$ cat src/rtl/uart_tx_stream_pkg.sv
`default_nettype none
// ============================================================================
//  Module   : uart_tx_stream_pkg
//  Purpose  : Shared UART definitions: FSM states, parity codes, baud
//             divisor and parity helpers. Kept separate so a matching
//             receiver can reuse them.
//  Revision : 1.0  initial release
// ============================================================================
package uart_tx_stream_pkg;

  typedef enum logic [2:0] {
    ST_IDLE   = 3'd0,
    ST_START  = 3'd1,
    ST_DATA   = 3'd2,
    ST_PARITY = 3'd3,
    ST_STOP   = 3'd4
  } tx_state_e;

  localparam int PARITY_NONE = 0;
  localparam int PARITY_ODD  = 1;
  localparam int PARITY_EVEN = 2;

  // Clocks per serial bit.
  function automatic int bps_cnt(input int clk_freq, input int uart_bps);
    return clk_freq / uart_bps;
  endfunction

  // Parity bit for a zero-extended payload; zero padding does not change XOR.
  function automatic logic parity_bit(input logic [7:0] data, input int mode);
    logic p;
    p = ^data;
    if (mode == PARITY_ODD)  return ~p;
    if (mode == PARITY_EVEN) return p;
    return 1'b0;
  endfunction

endpackage
`default_nettype wire

$ cat src/rtl/uart_tx_fifo.sv
`default_nettype none
// ============================================================================
//  Module   : uart_tx_fifo
//  Purpose  : Synchronous FIFO with registered read data. A pop loads the
//             head word into rdata_o on the same edge it is removed.
//  Revision : 1.0  initial release
// ============================================================================
module uart_tx_fifo #(
  parameter int DEPTH = 16,
  parameter int WIDTH = 8
) (
  input  logic                     clk,
  input  logic                     rst_n,
  input  logic                     push_i,
  input  logic [WIDTH-1:0]         wdata_i,
  input  logic                     pop_i,
  output logic [WIDTH-1:0]         rdata_o,
  output logic                     full_o,
  output logic                     empty_o,
  output logic [$clog2(DEPTH):0]   level_o
);

  localparam int AW = $clog2(DEPTH);
  localparam logic [AW:0] FULL_LEVEL = (AW+1)'(DEPTH);

  logic [AW:0]      wptr_q, rptr_q;
  logic [WIDTH-1:0] rdata_q;
  logic [WIDTH-1:0] mem_q [DEPTH];
  logic [AW:0]      level;
  logic             do_push, do_pop;

  // Pointers carry one extra wrap bit so full and empty are distinguishable.
  assign level   = wptr_q - rptr_q;
  assign full_o  = (level == FULL_LEVEL);
  assign empty_o = (level == '0);
  assign do_push = push_i & ~full_o;
  assign do_pop  = pop_i & ~empty_o;
  assign level_o = level;
  assign rdata_o = rdata_q;

  // Pointer update and registered read of the head entry.
  always_ff @(posedge clk or negedge rst_n) begin
    if (!rst_n) begin
      wptr_q  <= '0;
      rptr_q  <= '0;
      rdata_q <= '0;
    end else begin
      if (do_push) wptr_q <= wptr_q + 1'b1;
      if (do_pop) begin
        rptr_q  <= rptr_q + 1'b1;
        rdata_q <= mem_q[rptr_q[AW-1:0]];
      end
    end
  end

  // Storage array; contents need no reset because pointers gate access.
  always_ff @(posedge clk) begin
    if (do_push) mem_q[wptr_q[AW-1:0]] <= wdata_i;
  end

endmodule
`default_nettype wire

$ cat src/rtl/uart_tx_stream.sv
`default_nettype none
// ============================================================================
//  Module   : uart_tx_stream
//  Purpose  : UART transmitter with input FIFO and valid/ready handshake.
//             Frames are sent back to back while the FIFO holds data.
//  Revision : 1.0  initial release
// ============================================================================
module uart_tx_stream
  import uart_tx_stream_pkg::*;
#(
  parameter int CLK_FREQ   = 50000000,
  parameter int UART_BPS   = 9600,
  parameter int DATA_BITS  = 8,
  parameter int PARITY     = 0,
  parameter int STOP_BITS  = 1,
  parameter int FIFO_DEPTH = 16
) (
  input  logic                          clk,
  input  logic                          rst_n,
  input  logic                          tx_valid,
  input  logic [DATA_BITS-1:0]          tx_data,
  output logic                          tx_ready,
  output logic                          tx_busy,
  output logic [$clog2(FIFO_DEPTH):0]   fifo_level,
  output logic                          uart_txd
);

  localparam int BPS_CNT = bps_cnt(CLK_FREQ, UART_BPS);
  localparam int BAUD_W  = $clog2(BPS_CNT);
  localparam logic [BAUD_W-1:0] BAUD_LAST = BAUD_W'(BPS_CNT - 1);
  localparam logic [2:0]        BIT_LAST  = 3'(DATA_BITS - 1);
  localparam logic              STOP_LAST = 1'(STOP_BITS - 1);

  // Reject unsupported frame formats at elaboration.
  if (DATA_BITS < 5 || DATA_BITS > 8) begin : g_bad_data_bits
    $error("uart_tx_stream: DATA_BITS must be 5..8");
  end
  if (PARITY < 0 || PARITY > 2) begin : g_bad_parity
    $error("uart_tx_stream: PARITY must be 0, 1 or 2");
  end
  if (STOP_BITS < 1 || STOP_BITS > 2) begin : g_bad_stop_bits
    $error("uart_tx_stream: STOP_BITS must be 1 or 2");
  end
  if (BPS_CNT < 4) begin : g_bad_bps
    $error("uart_tx_stream: CLK_FREQ/UART_BPS must be >= 4");
  end
  if (FIFO_DEPTH < 2 || (FIFO_DEPTH & (FIFO_DEPTH - 1)) != 0) begin : g_bad_depth
    $error("uart_tx_stream: FIFO_DEPTH must be a power of two >= 2");
  end

  tx_state_e              state_q, state_d;
  logic [BAUD_W-1:0]      baud_q, baud_d;
  logic [2:0]             bit_q, bit_d;
  logic                   stop_q, stop_d;
  logic [DATA_BITS-1:0]   shift_q, shift_d;
  logic                   par_q, par_d;
  logic                   txd_q, txd_d;
  logic                   busy_q;

  logic                   fifo_full, fifo_empty, pop, baud_last;
  logic [DATA_BITS-1:0]   fifo_rdata;
  logic [7:0]             par_word;

  uart_tx_fifo #(
    .DEPTH (FIFO_DEPTH),
    .WIDTH (DATA_BITS)
  ) u_fifo (
    .clk     (clk),
    .rst_n   (rst_n),
    .push_i  (tx_valid),
    .wdata_i (tx_data),
    .pop_i   (pop),
    .rdata_o (fifo_rdata),
    .full_o  (fifo_full),
    .empty_o (fifo_empty),
    .level_o (fifo_level)
  );

  assign tx_ready  = ~fifo_full;
  assign tx_busy   = busy_q;
  assign uart_txd  = txd_q;
  assign baud_last = (baud_q == BAUD_LAST);

  // Zero-extend the popped word so the shared parity helper can be used.
  always_comb begin
    par_word = '0;
    par_word[DATA_BITS-1:0] = fifo_rdata;
  end

  // State, counters and line register; reset abandons any frame immediately.
  always_ff @(posedge clk or negedge rst_n) begin
    if (!rst_n) begin
      state_q <= ST_IDLE;
      baud_q  <= '0;
      bit_q   <= '0;
      stop_q  <= 1'b0;
      shift_q <= '0;
      par_q   <= 1'b0;
      txd_q   <= 1'b1;
      busy_q  <= 1'b0;
    end else begin
      state_q <= state_d;
      baud_q  <= baud_d;
      bit_q   <= bit_d;
      stop_q  <= stop_d;
      shift_q <= shift_d;
      par_q   <= par_d;
      txd_q   <= txd_d;
      busy_q  <= (state_q != ST_IDLE) || !fifo_empty;
    end
  end

  // Next-state logic: the popped word lands in the FIFO read register one
  // edge later, so the shifter is loaded on the first START clock and the
  // line register follows the state by one clock.
  always_comb begin
    state_d = state_q;
    baud_d  = baud_last ? '0 : baud_q + 1'b1;
    bit_d   = bit_q;
    stop_d  = stop_q;
    shift_d = shift_q;
    par_d   = par_q;
    pop     = 1'b0;
    txd_d   = 1'b1;

    case (state_q)
      ST_IDLE: begin
        baud_d = '0;
        bit_d  = '0;
        stop_d = 1'b0;
        if (!fifo_empty) begin
          pop     = 1'b1;
          state_d = ST_START;
        end
      end
      ST_START: begin
        txd_d = 1'b0;
        if (baud_q == '0) begin
          shift_d = fifo_rdata;
          par_d   = parity_bit(par_word, PARITY);
        end
        if (baud_last) begin
          bit_d   = '0;
          state_d = ST_DATA;
        end
      end
      ST_DATA: begin
        txd_d = shift_q[0];
        if (baud_last) begin
          shift_d = shift_q >> 1;
          if (bit_q == BIT_LAST) begin
            stop_d  = 1'b0;
            state_d = (PARITY != PARITY_NONE) ? ST_PARITY : ST_STOP;
          end else begin
            bit_d = bit_q + 1'b1;
          end
        end
      end
      ST_PARITY: begin
        txd_d = par_q;
        if (baud_last) begin
          stop_d  = 1'b0;
          state_d = ST_STOP;
        end
      end
      ST_STOP: begin
        txd_d = 1'b1;
        if (baud_last) begin
          if (stop_q == STOP_LAST) begin
            if (!fifo_empty) begin
              pop     = 1'b1;
              state_d = ST_START;
            end else begin
              state_d = ST_IDLE;
            end
          end else begin
            stop_d = stop_q + 1'b1;
          end
        end
      end
      default: begin
        state_d = ST_IDLE;
      end
    endcase
  end

endmodule
`default_nettype wire

$ cat config.mk
export PLATFORM = sky130hd
export DESIGN_NAME = uart_tx_stream
export DESIGN_NICKNAME = d
export VERILOG_FILES = /design/src/rtl/uart_tx_stream_pkg.sv /design/src/rtl/uart_tx_fifo.sv /design/src/rtl/uart_tx_stream.sv
export SDC_FILE = /design/constraint.sdc
export NUM_CORES = 1
export LEC_CHECK = 0
export ABC_AREA = 1
export CORE_ASPECT_RATIO = 2
export CORE_UTILIZATION = 55
export CTS_CLUSTER_SIZE = 30
export DETAILED_ROUTE_END_ITERATION = 7
export GPL_TIMING_DRIVEN = 0
export PLACE_DENSITY = 0.74
export SYNTH_ARGS = -nofsm -noshare
export SYNTH_HDL_FRONTEND = slang
export SYNTH_SLANG_ARGS = --single-unit
$ cat constraint.sdc
create_clock -name clk -period 3.4 [get_ports clk]
set_input_delay 1.02 -clock clk [delete_from_list [all_inputs] [get_ports clk]]
set_output_delay 1.02 -clock clk [all_outputs]
set_load 0.1 [all_outputs]
==> summary.md, run 1 <==
| Metric | Value |
|---|---|
| Final core utilization | `0.646` |
| Core Box Area | `between 0.01 and 0.015 sq mm` |
| Die area | `0.0148 sq mm` |
| GP Congestion | `0.911` |
| Register area share after synthesis | `0.637` |
| Clock slew at reported path FFs | `0.07 ns` |
| RSZ-0062 raised after global routing | `true` |
| Outcome | `complete, no violations` |
| Vias in the first global route | `between 5000 and 6000` |
| CP Max Fanout | `11` |
| Vias per cell | `5.41` |
| Worst EP arrival | `2.32 ns` |
| Die W | `86.6 microns` |
| DR DRC count | `0` |
| Cts bufs inserted | `17` |
| Worst Clk Skew | `0.0141 ns` |
| DR iter-0 viols | `between 300 and 400` |
| Post-Route Setup TNS | `0 ns` |
| Global-route wire length before repair | `roughly 28000 microns` |
| Final Hold Viols | `0` |
| First-pass DRT Iterations | `8` |
| Post-Route WL | `17600 microns` |
| Syn_nets | `806` |
| CP Class | `reg2out` |
| # Max-Cap Violations | `0` |
| Hold Slack | `roughly 0.42 ns` |
| Initial antenna violation count | `0` |
| Diodes inserted | `0` |
| Number of synthesized register bits | `175` |
| Tmin final | `3.34 ns` |
| Pin count of the biggest net entering global routing | `41` |
| Setup crit end kind | `output port` |
| DP Cell Count | `989` |
| Average instance area after synthesis | `10.1 sq um` |
| WL/cell | `17.2 microns` |
| P&R area growth vs syn | `14.6%` |
| Cells after synthesis | `781` |
| Hold_buf cts | `0` |
| Clock Latency Late Sink | `0.43 ns` |
| Layout cell share with drive strength beyond 1 | `0.135` |
| PD cells | `~1000 mW/mm^2` |
| Final Non-Filler Cells | `1023` |
| Vias | `5535` |
| Filler cells | `between 1000 and 1500` |
| Slew @ Worst Pin | `approximately 0.96 ns` |
| Final instance area | `0.00903 sq mm` |
| Longest Clk Path Bufs | `2` |
| Port buffer count | `18` |
| Maximum vdd drop | `0.478 mV` |
| Pre-CTS setup slack | `-0.679 ns` |
| Post-DRT Antenna Nets | `0` |
| Power Total | `9.06 mW` |
| Final Cycle Share | `0.984` |
| Required @ worst endpoint | `2.38 ns` |
| Die Ht | `171 microns` |
| Global route total overflow | `0` |
| Dpl hpwl | `12300 microns` |
| Nets | `~850` |
| Initial core utilization | `0.564` |
| Hold WC Path Type | `in2async` |
| IO Count | `19` |
| Post-DP Area | `0.00833 sq mm` |
| Global Route Usage Sum | `0.258` |
| Max Slew Vio Count | `0` |
| Sinks on Clock Net | `175` |
| Setup WS post-layout | `0.0556 ns` |
| Kind of start point of the critical path | `flip-flop` |
| Max-slew headroom | `0.358` |
| F_max | `299 MHz` |
| CTS HTree Levels | `4` |
| Ys Warns | `0` |
| Row count | `between 60 and 70` |
| Netlist cell types | `34` |
| Mapped Area | `roughly 0.0079 sq mm` |
| Leak | `3.62 nW` |
| Final setup viols | `0` |
| CTS tree | `built` |
| CTS Root Cell | `clkbuf_16` |
synth_stat cells (all sizes together):
library cell    n  share of area
edfxtp        128           0.49
dfstp           1         0.0033
clkinv          7         0.0033
nor2          155          0.078
a21oi           5         0.0032
nand4           1        0.00079
buf            22          0.017
nand2         194           0.10
xor2           10          0.011
o21ai          87          0.057
fa              1         0.0025
nand3b          1        0.00095
o21a            1        0.00095
ha             13          0.021
nor3            4         0.0025
or2             1        0.00079
dfrtp          46           0.15
xnor2           2         0.0022
inv            42          0.020
o211ai          8         0.0076
clkbuf          7         0.0033
nand3          45          0.030
cell usage in the layout, fill, tap and decap left out, types with 3 or more instances in the layout:
cell and count:
nand2_1 171, clkbuf_1 6, clkinv_8 4, clkdlybuf4s50_1 11, inv_1 33, xor2_1 9
buf_12 3, clkbuf_16 17, ha_1 12, inv_2 7, clkinv_1 6, nor3_1 4
o21ai_1 25, edfxtp_1 128, o211ai_1 8, o21ai_0 61, nand3_1 44, nor2_1 147
inv_8 4, a21oi_1 5, nor2_2 6, nand2_2 22, buf_6 6, inv_6 3
buf_2 15, dfrtp_1 44, buf_4 6
registers in the layout (all words and copies together) (netlist names):
signal          cells
baud_q             13
bit_q               3
shift_q             8
state_q             3
tx_busy             1
u_fifo.mem_q      128
u_fifo.rdata_o      8
u_fifo.rptr_q       5
u_fifo.wptr_q       5
uart_txd            1
final timing paths:
kind | from | to | slack (ns) | depth (start not counted)
max in group asynchronous | rst_n | uart_txd | 2.43 | 2
worst min-delay path | rst_n | baud_q[7] | 0.42 | 1
worst max register to register | u_fifo.wptr_q[0] | u_fifo.mem_q[4][6] | 0.32 | 13
worst max-delay path | u_fifo.rptr_q[1] | tx_ready | 0.06 | 8
worst min register to register | baud_q[0] | baud_q[0] | 0.46 | 1
min in group clk | baud_q[0] | baud_q[0] | 0.46 | 1
per-layer routing:
layer,share of wire,vias to the layer above,wire length (microns),track usage
met2,0.56,164,9910,0.493
met5,0,-,0,0
met4,0.032,0,565,0.112
met3,0.035,38,622,0.0446
li1,-,2674,-,-
met1,0.37,2659,6460,0.271
critical path: stages, from the launching register on:
cell and delay (ns):
dfrtp_1 0.41, buf_6 0.16, inv_4 0.09, buf_12 0.14, fa_2 0.44, or2_4 0.27
nor2_4 0.11, nand3_4 0.10, buf_12 0.17
power by group:
part	internal (mW)	leakage [nW]	switching, mW
clock network	1.14	0.311	0.924
logic	1.23	1.55	2.90
registers	2.66	1.76	0.211
total	5.02	3.62	4.04
layout make-up:
class	instances	area [sq um]	area share
sequential	175	5020	0.556
multi-input combinational	528	2530	0.281
clock buffer	17	425	0.0471
tap	189	236	0.0262
timing repair buffer	22	228	0.0252
clock inverter	15	214	0.0237
inverter	49	190	0.0211
buffer	28	176	0.0195
repair_timing:
| item | CTS | global route |
|---|---|---|
| resized for setup | 42 | 4 |
| pin swaps | 1 | 1 |
| setup endpoints to repair | 6 | 2 |
| setup buffers | 1 | 2 |
logic make-up after synthesis:
group	count (synthesis)	share of synthesized area
fa+ha+maj	14	0.0232
compound gates	101	0.0685
flops	175	0.637
buf+inv	78	0.0442
xor+xnor	12	0.0133
simple gates	401	0.213
Power figures use the tool's default switching activity.
==> run 2: changes to the inputs <==
--- a/config.mk
+++ b/config.mk
@@ -7,7 +7,9 @@
 export LEC_CHECK = 0
 export ABC_AREA = 1
 export CORE_ASPECT_RATIO = 2
+export CORE_MARGIN = 2
 export CORE_UTILIZATION = 55
+export CTS_CLUSTER_DIAMETER = 200
 export CTS_CLUSTER_SIZE = 30
 export DETAILED_ROUTE_END_ITERATION = 7
 export GPL_TIMING_DRIVEN = 0
==> run 2 against run 1 <==
  * Die area increased by 3.5%
  * Clock power decreased by 5%
  * Critical path depth unchanged
  * Global-route usage decreased by 0.99 points
  * Largest power group unchanged
  * Combinational power increased by 4%
==> summary.md, run 2 (synthesis gave the netlist of run 1 again) <==
| Metric | Value |
|---|---|
| Hold_sp | `baud_q[0]` |
| Max Slew Vio Count | `0 (unchanged)` |
| Setup crit end kind | `output port` |
| CTS HTree Levels | `4 (unchanged)` |
| Critical path's largest stage delay | `0.47 ns (+0.03 ns)` |
| DP Cell Count | `989 (unchanged)` |
| WHS Path Cells | `1` |
| Clk pwr share | `0.214 (-0.014)` |
| Kind of start point of the critical path | `flip-flop` |
| Reg-to-reg slack, setup | `0.33 ns (about the same)` |
| Highest-count cells in the layout ignoring fill and taps | `nand2_1 (171), nor2_1 (147), edfxtp_1 (128), o21ai_0 (61), dfrtp_1 (44)` |
| Row count | `61 (unchanged)` |
| Part of the power in combinational logic | `0.472 (+0.016)` |
| Final core utilization | `0.649 (+0.00287)` |
| Highest metal used | `met4` |
| P_int | `5.02 mW (about the same)` |
| Port buffer count | `18 (unchanged)` |
| Pre-CTS setup slack | `-0.671 ns (+0.00791 ns)` |
| Required @ worst endpoint | `2.38 ns (about the same)` |
| DR DRC count | `0 (unchanged)` |
| Diodes inserted | `0 (unchanged)` |
| Maximum vdd drop | `0.489 mV (+2.4%)` |
| Final Cycle Share | `0.985 (+0.00176)` |
| Critical Path, Cell by Cell | `inv_2 -> ha_1 -> inv_1 -> fa_2 -> or2_1 -> nor2_4 -> nand3_4 -> buf_12` |
| Die area | `0.0154 sq mm (+3.5%)` |
| Worst Clk Skew | `0.00926 ns (-0.00480 ns)` |
| GP Congestion | `0.882 (-3.3%)` |
| Sw power | `4.09 mW (+1.5%)` |
| Die W | `88.6 microns (+2.3%)` |
| R2R depth | `12 (-1)` |
| Slew @ Worst Pin | `0.966 ns (+0.00645 ns)` |
| Routed length on met1 | `6340 microns (-1.8%)` |
| WL/cell | `17.7 microns (+2.8%)` |
| Hold EP | `baud_q[0]` |
| Final Hold Viols | `0 (unchanged)` |
| Setup WS post-layout | `0.0496 ns (-0.00600 ns)` |
| Vias in the first global route | `5607 (-1.1%)` |
| Cts bufs inserted | `17 (unchanged)` |
| Reg2Reg Launch Point | `u_fifo.wptr_q[0]` |
| Worst EP arrival | `2.33 ns (about the same)` |
| WL met2 | `10400 microns (+4.5%)` |
| Longest Clk Path Bufs | `2 (unchanged)` |
| Switching share of power | `0.449 (+0.00379)` |
| Vias per cell | `5.36 (-0.97%)` |
| Sequential Power Share | `0.315 (-0.002)` |
| Met3 WL | `621 microns (-0.16%)` |
| Max reg flops | `128 (unchanged)` |
| Final setup viols | `0 (unchanged)` |
| Die Ht | `173 microns (+1.2%)` |
| Leak | `3.64 nW (+0.51%)` |
| CTS tree | `built` |
| Clock Latency Late Sink | `0.43 ns (about the same)` |
| Dpl hpwl | `13100 microns (+6.4%)` |
| Post-Route WL | `18300 microns (+3.9%)` |
| Critical Path Slowest Stage Cell | `fa_2` |
| Sinks on Clock Net | `175 (unchanged)` |
| Vias | `5540 (+0.090%)` |
| Commonest non-fill, non-tap cell in the layout | `nand2_1` |
| Final Non-Filler Cells | `1034 (+1.1%)` |
| Post-Route Setup TNS | `0 ns (unchanged)` |
| Initial antenna violation count | `0 (unchanged)` |
| First-pass DRT Iterations | `5 (-3)` |
| Hold Slack | `0.470 ns (+0.0465 ns)` |
| Seq. cell area | `0.00502 sq mm (unchanged)` |
| CTS Root Cell | `clkbuf_16` |
| Hold_buf cts | `0 (unchanged)` |
| Global route total overflow | `0 (unchanged)` |
| Area of the multi-input gates | `0.00254 sq mm (about the same)` |
| # Max-Cap Violations | `0 (unchanged)` |
| Max-slew headroom | `0.354 (-0.00432)` |
| IO Count | `19 (unchanged)` |
| Initial core utilization | `0.564 (unchanged)` |
| Core Box Area | `0.0140 sq mm (unchanged)` |
| Post-DRT Antenna Nets | `0 (unchanged)` |
| DR iter-0 viols | `305 (-14%)` |
| Filler cells | `1087 (+1.4%)` |
| CP Class | `reg2out` |
| Global-route wire length before repair | `28200 microns (about the same)` |
| P&R area growth vs syn | `15.1%` |
| R2r endpoint | `u_fifo.mem_q[3][5]` |
| Global Route Usage Sum | `0.248 (-0.00993)` |
| F_max | `298 MHz (-0.18%)` |
| Layout cell share with drive strength beyond 1 | `0.147 (+0.0113)` |
| Hold WC Path Type | `reg2reg` |
| CP Max Fanout | `4 (-7)` |
| Tmin final | `3.35 ns (+0.00600 ns)` |
| Pin count of the biggest net entering global routing | `33 (-20%)` |
| PD cells | `1000 mW/mm^2 (+0.16%)` |
| Nets | `857 (+1.3%)` |
| Outcome | `complete, no violations` |
| Clock slew at reported path FFs | `0.07 ns (about the same)` |
==> run 2: layer usage <==
layer | vias to the layer above | GRT usage
met2 | 148 | 0.459
met4 | 0 | 0.131
met3 | 44 | 0.0457
met5 | - | 0
met1 | 2649 | 0.250
li1 | 2699 | -
==> run 2: layout make-up <==
cell class                 count  share of cell area
tap                          189              0.0261
clock buffer                  18              0.0473
inverter                      49              0.0214
buffer                        28              0.0189
multi-input combinational    528               0.280
sequential                   175               0.554
timing repair buffer          33              0.0335
clock inverter                14              0.0190
==> run 2: how the worst max path moves through the flow <==
| stage | from | to | depth (start not counted) |
|---|---|---|---|
| 3_3_place_gp | u_fifo.rptr_q[1] | tx_ready | 8 |
| 5_1_grt | u_fifo.wptr_q[0] | tx_ready | 8 |
| 2_1_floorplan | u_fifo.rptr_q[1] | tx_ready | 7 |
| 4_1_cts | u_fifo.rptr_q[1] | tx_ready | 11 |
| 3_5_place_dp | u_fifo.rptr_q[1] | tx_ready | 8 |
| 6_report | u_fifo.wptr_q[0] | tx_ready | 8 |
==> run 2: power groups by stage <==
stage                     Combinational [mW]  Clock [mW]  Sequential (mW)
after floorplan                         3.01           0             2.91
after global placement                  3.96           0             2.89
after detailed placement                4.04           0             2.91
after CTS                               4.07        1.97             2.87
after global routing                    4.64        2.05             2.90
final                                   4.30        1.95             2.87
==> run 2: worst max-delay path, delay by kind of cell (launching register included) <==
family	cells	cell delay [ns]
buffers and inverters	3	0.34
AND/OR/NAND/NOR	3	0.51
adder cells (fa/ha/maj)	2	0.61
flip-flops	1	0.44
==> run 2: timing repair <==
action,in CTS,in global routing
buffers inserted,1,13
setup endpoints to repair,6,3
hold endpoints to repair,0,0
pin swaps,2,4
gates resized for setup,43,5
==> run 2: through the flow <==
step | cell area, sq um | power, mW
final | 9070 | 9.11
after global routing | 9070 | 9.59
after CTS | 8950 | 8.91
after detailed placement | 8330 | 6.95
after global placement | 8310 | 6.85
after floorplan | 7900 | 5.92
==> run 3: changes to the inputs <==
--- a/config.mk
+++ b/config.mk
@@ -8,12 +8,12 @@
 export ABC_AREA = 1
 export CORE_ASPECT_RATIO = 2
 export CORE_MARGIN = 2
-export CORE_UTILIZATION = 55
+export CORE_UTILIZATION = 52
 export CTS_CLUSTER_DIAMETER = 200
 export CTS_CLUSTER_SIZE = 30
 export DETAILED_ROUTE_END_ITERATION = 7
 export GPL_TIMING_DRIVEN = 0
-export PLACE_DENSITY = 0.74
+export PLACE_DENSITY = 0.71
 export SYNTH_ARGS = -nofsm -noshare
 export SYNTH_HDL_FRONTEND = slang
 export SYNTH_SLANG_ARGS = --single-unit
==> run 3 against run 2 <==
  * Via count is 0.18% higher
  * Maximum frequency is 0.56% higher
  * Sequential cell count stayed put
  * Sequential power hardly changed
  * Routed wire length is 1.1% lower
  * First-iteration DRC count is 44% higher
  * Global-route usage is 1.2 points lower
  * Non-clock buffer count is 10 lower
  * Sequential share of layout area is 0.86 points higher
  * Critical path type unchanged
  * Largest cell class unchanged
==> summary.md, run 3 (synthesis gave the netlist of run 1 again) <==
| Metric | Value |
|---|---|
| Met2 Use GR | `0.445 (-0.0145)` |
| Row count | `63 (+3.3%)` |
| Post-DP Area | `0.00834 sq mm (about the same)` |
| DR DRC count | `0 (unchanged)` |
| Sinks on Clock Net | `175 (unchanged)` |
| Final Hold Viols | `0 (unchanged)` |
| Switching share of power | `0.450 (+0.000771)` |
| Final Non-Filler Cells | `1030 (-0.39%)` |
| CTS Root Cell | `clkbuf_16` |
| Longest Clk Path Bufs | `2 (unchanged)` |
| Layout cell share with drive strength beyond 1 | `0.133 (-0.0138)` |
| Outcome | `complete, no violations` |
| Required @ worst endpoint | `2.38 ns (about the same)` |
| P_int | `4.82 mW (-3.9%)` |
| Pin count of the biggest net entering global routing | `33 (unchanged)` |
| First-pass DRT Iterations | `5 (unchanged)` |
| Clk pwr share | `0.198 (-0.016)` |
| Gr busiest metal | `met2` |
| Post-Route Setup TNS | `0 ns (unchanged)` |
| Worst Clk Skew | `0.0117 ns (+0.00240 ns)` |
| Port buffer count | `18 (unchanged)` |
| Global-route wire length before repair | `28900 microns (+2.6%)` |
| Global route total overflow | `0 (unchanged)` |
| Dpl hpwl | `13000 microns (-0.20%)` |
| CP Class | `reg2out` |
| Final instance area | `0.00893 sq mm (-1.5%)` |
| Maximum vdd drop | `0.598 mV (+22%)` |
| DR iter-0 viols | `438 (+44%)` |
| Tmin final | `3.33 ns (-0.0185 ns)` |
| Slew @ Worst Pin | `0.987 ns (+0.0215 ns)` |
| Max-slew headroom | `0.340 (-0.0144)` |
| RSZ-0062 raised after global routing | `true` |
| IO Count | `19 (unchanged)` |
| CTS HTree Levels | `4 (unchanged)` |
| Initial antenna violation count | `0 (unchanged)` |
| Setup WS post-layout | `0.0681 ns (+0.0185 ns)` |
| Die Ht | `178 microns (+2.8%)` |
| Setup crit end kind | `output port` |
| Filler cells | `1256 (+16%)` |
| Final Cycle Share | `0.980 (-0.00545)` |
| Power Total | `8.77 mW (-3.8%)` |
| # Max-Cap Violations | `0 (unchanged)` |
| CP Max Fanout | `11 (+7)` |
| Commonest non-fill, non-tap cell in the layout | `nand2_1` |
| Sw power | `3.95 mW (-3.6%)` |
| PD cells | `982 mW/mm^2 (-2.3%)` |
| Worst EP arrival | `2.31 ns (-0.02 ns)` |
| Kind of start point of the critical path | `flip-flop` |
| Global Route met1 Usage | `0.243 (-0.00704)` |
| Cts bufs inserted | `17 (unchanged)` |
| DP Cell Count | `995 (+0.61%)` |
| Global Route Usage Sum | `0.236 (-0.0125)` |
| Met3 track demand over resource | `0.0465 (+0.000758)` |
| Clock Latency Late Sink | `0.43 ns (about the same)` |
| Final setup viols | `0 (unchanged)` |
| Die area | `0.0162 sq mm (+5.6%)` |
| Vias | `5550 (+0.18%)` |
| Post-DRT Antenna Nets | `0 (unchanged)` |
| Post-Route WL | `18100 microns (-1.1%)` |
| Hold WC Path Type | `reg2reg` |
| P&R area growth vs syn | `13.4%` |
| Initial core utilization | `0.531 (-0.0324)` |
| Diodes inserted | `0 (unchanged)` |
| Die W | `91.0 microns (+2.7%)` |
| Highest-count cells in the layout ignoring fill and taps | `nand2_1 (171), nor2_1 (147), edfxtp_1 (128), o21ai_0 (61)` |
| CTS tree | `built` |
| Max reg flops | `128 (unchanged)` |
| Pre-CTS setup slack | `-0.679 ns (-0.00784 ns)` |
| GP Congestion | `0.934 (+5.9%)` |
| Sequential Power Share | `0.328 (+0.013)` |
| WL/cell | `17.5 microns (-0.68%)` |
| Vias in the first global route | `5744 (+2.4%)` |
| Nets | `847 (-1.2%)` |
| Leak | `3.56 nW (-2.3%)` |
| Vias per cell | `5.39 (+0.57%)` |
| Core Box Area | `0.0148 sq mm (+6.1%)` |
| Clock slew at reported path FFs | `0.06 ns (about the same)` |
| F_max | `300 MHz (+0.56%)` |
| Max Slew Vio Count | `0 (unchanged)` |
| Part of the power in combinational logic | `0.474 (+0.002)` |
[run 3: metal layers]
layer	up-vias	share of wire
met4	0	0.044
met1	2663	0.37
met5	-	0
met3	44	0.036
met2	168	0.55
li1	2675	-
[run 3: final timing paths]
| check | slack [ns] | cells after the start | startpoint | end |
|---|---|---|---|---|
| max | 0.07 | 8 | u_fifo.rptr_q[1] | tx_ready |
| max reg2reg | 0.43 | 11 | u_fifo.rptr_q[2] | u_fifo.mem_q[3][1] |
| min reg2reg | 0.47 | 2 | shift_q[6] | shift_q[6] |
| max in group asynchronous | 2.31 | 2 | rst_n | uart_txd |
| min | 0.47 | 2 | shift_q[6] | shift_q[6] |
| min in group asynchronous | 0.51 | 1 | rst_n | baud_q[1] |
[run 3: area by class of cell]
| cell class | instances | area, sq um | area share |
|---|---|---|---|
| clock inverters | 13 | 88.8 | 0.00995 |
| inverters | 49 | 196 | 0.0220 |
| multi-input cells | 528 | 2530 | 0.284 |
| flip-flops and latches | 175 | 5020 | 0.563 |
| well taps | 195 | 244 | 0.0273 |
| repair buffers | 23 | 233 | 0.0261 |
| plain buffers | 28 | 176 | 0.0198 |
| clock buffers | 19 | 433 | 0.0485 |
[run 3: stage by stage]
stage	utilization	hold WS, ns
2_1_floorplan	-	0.432
3_3_place_gp	0.562	0.445
6_report	0.602	0.472
3_5_place_dp	0.563	0.460
4_1_cts	0.600	0.476
5_1_grt	0.602	0.506
[run 3: timing repair]
action,4_1_cts,5_1_grt
hold buffers,0,0
resized for setup,40,8
pin swaps,2,2
setup buffers,1,3
hold endpoints to repair,0,0
endpoints found under the setup margin,6,4
[run 3: power by group through the flow]
stage | Combinational (mW) | Sequential, mW | Clock [mW]
after floorplan | 3.01 | 2.91 | 0
after global placement | 3.93 | 2.89 | 0
after detailed placement | 4.03 | 2.91 | 0
after CTS | 4.08 | 2.87 | 1.77
after global routing | 4.54 | 2.91 | 1.85
final | 4.16 | 2.87 | 1.73
[run 3: critical path: stages, from the launching register on]
cell,delay [ns]
dfrtp_1,0.40
buf_6,0.16
inv_6,0.08
buf_12,0.13
fa_2,0.45
or2_4,0.27
nor2_4,0.12
nand3_4,0.10
buf_12,0.17
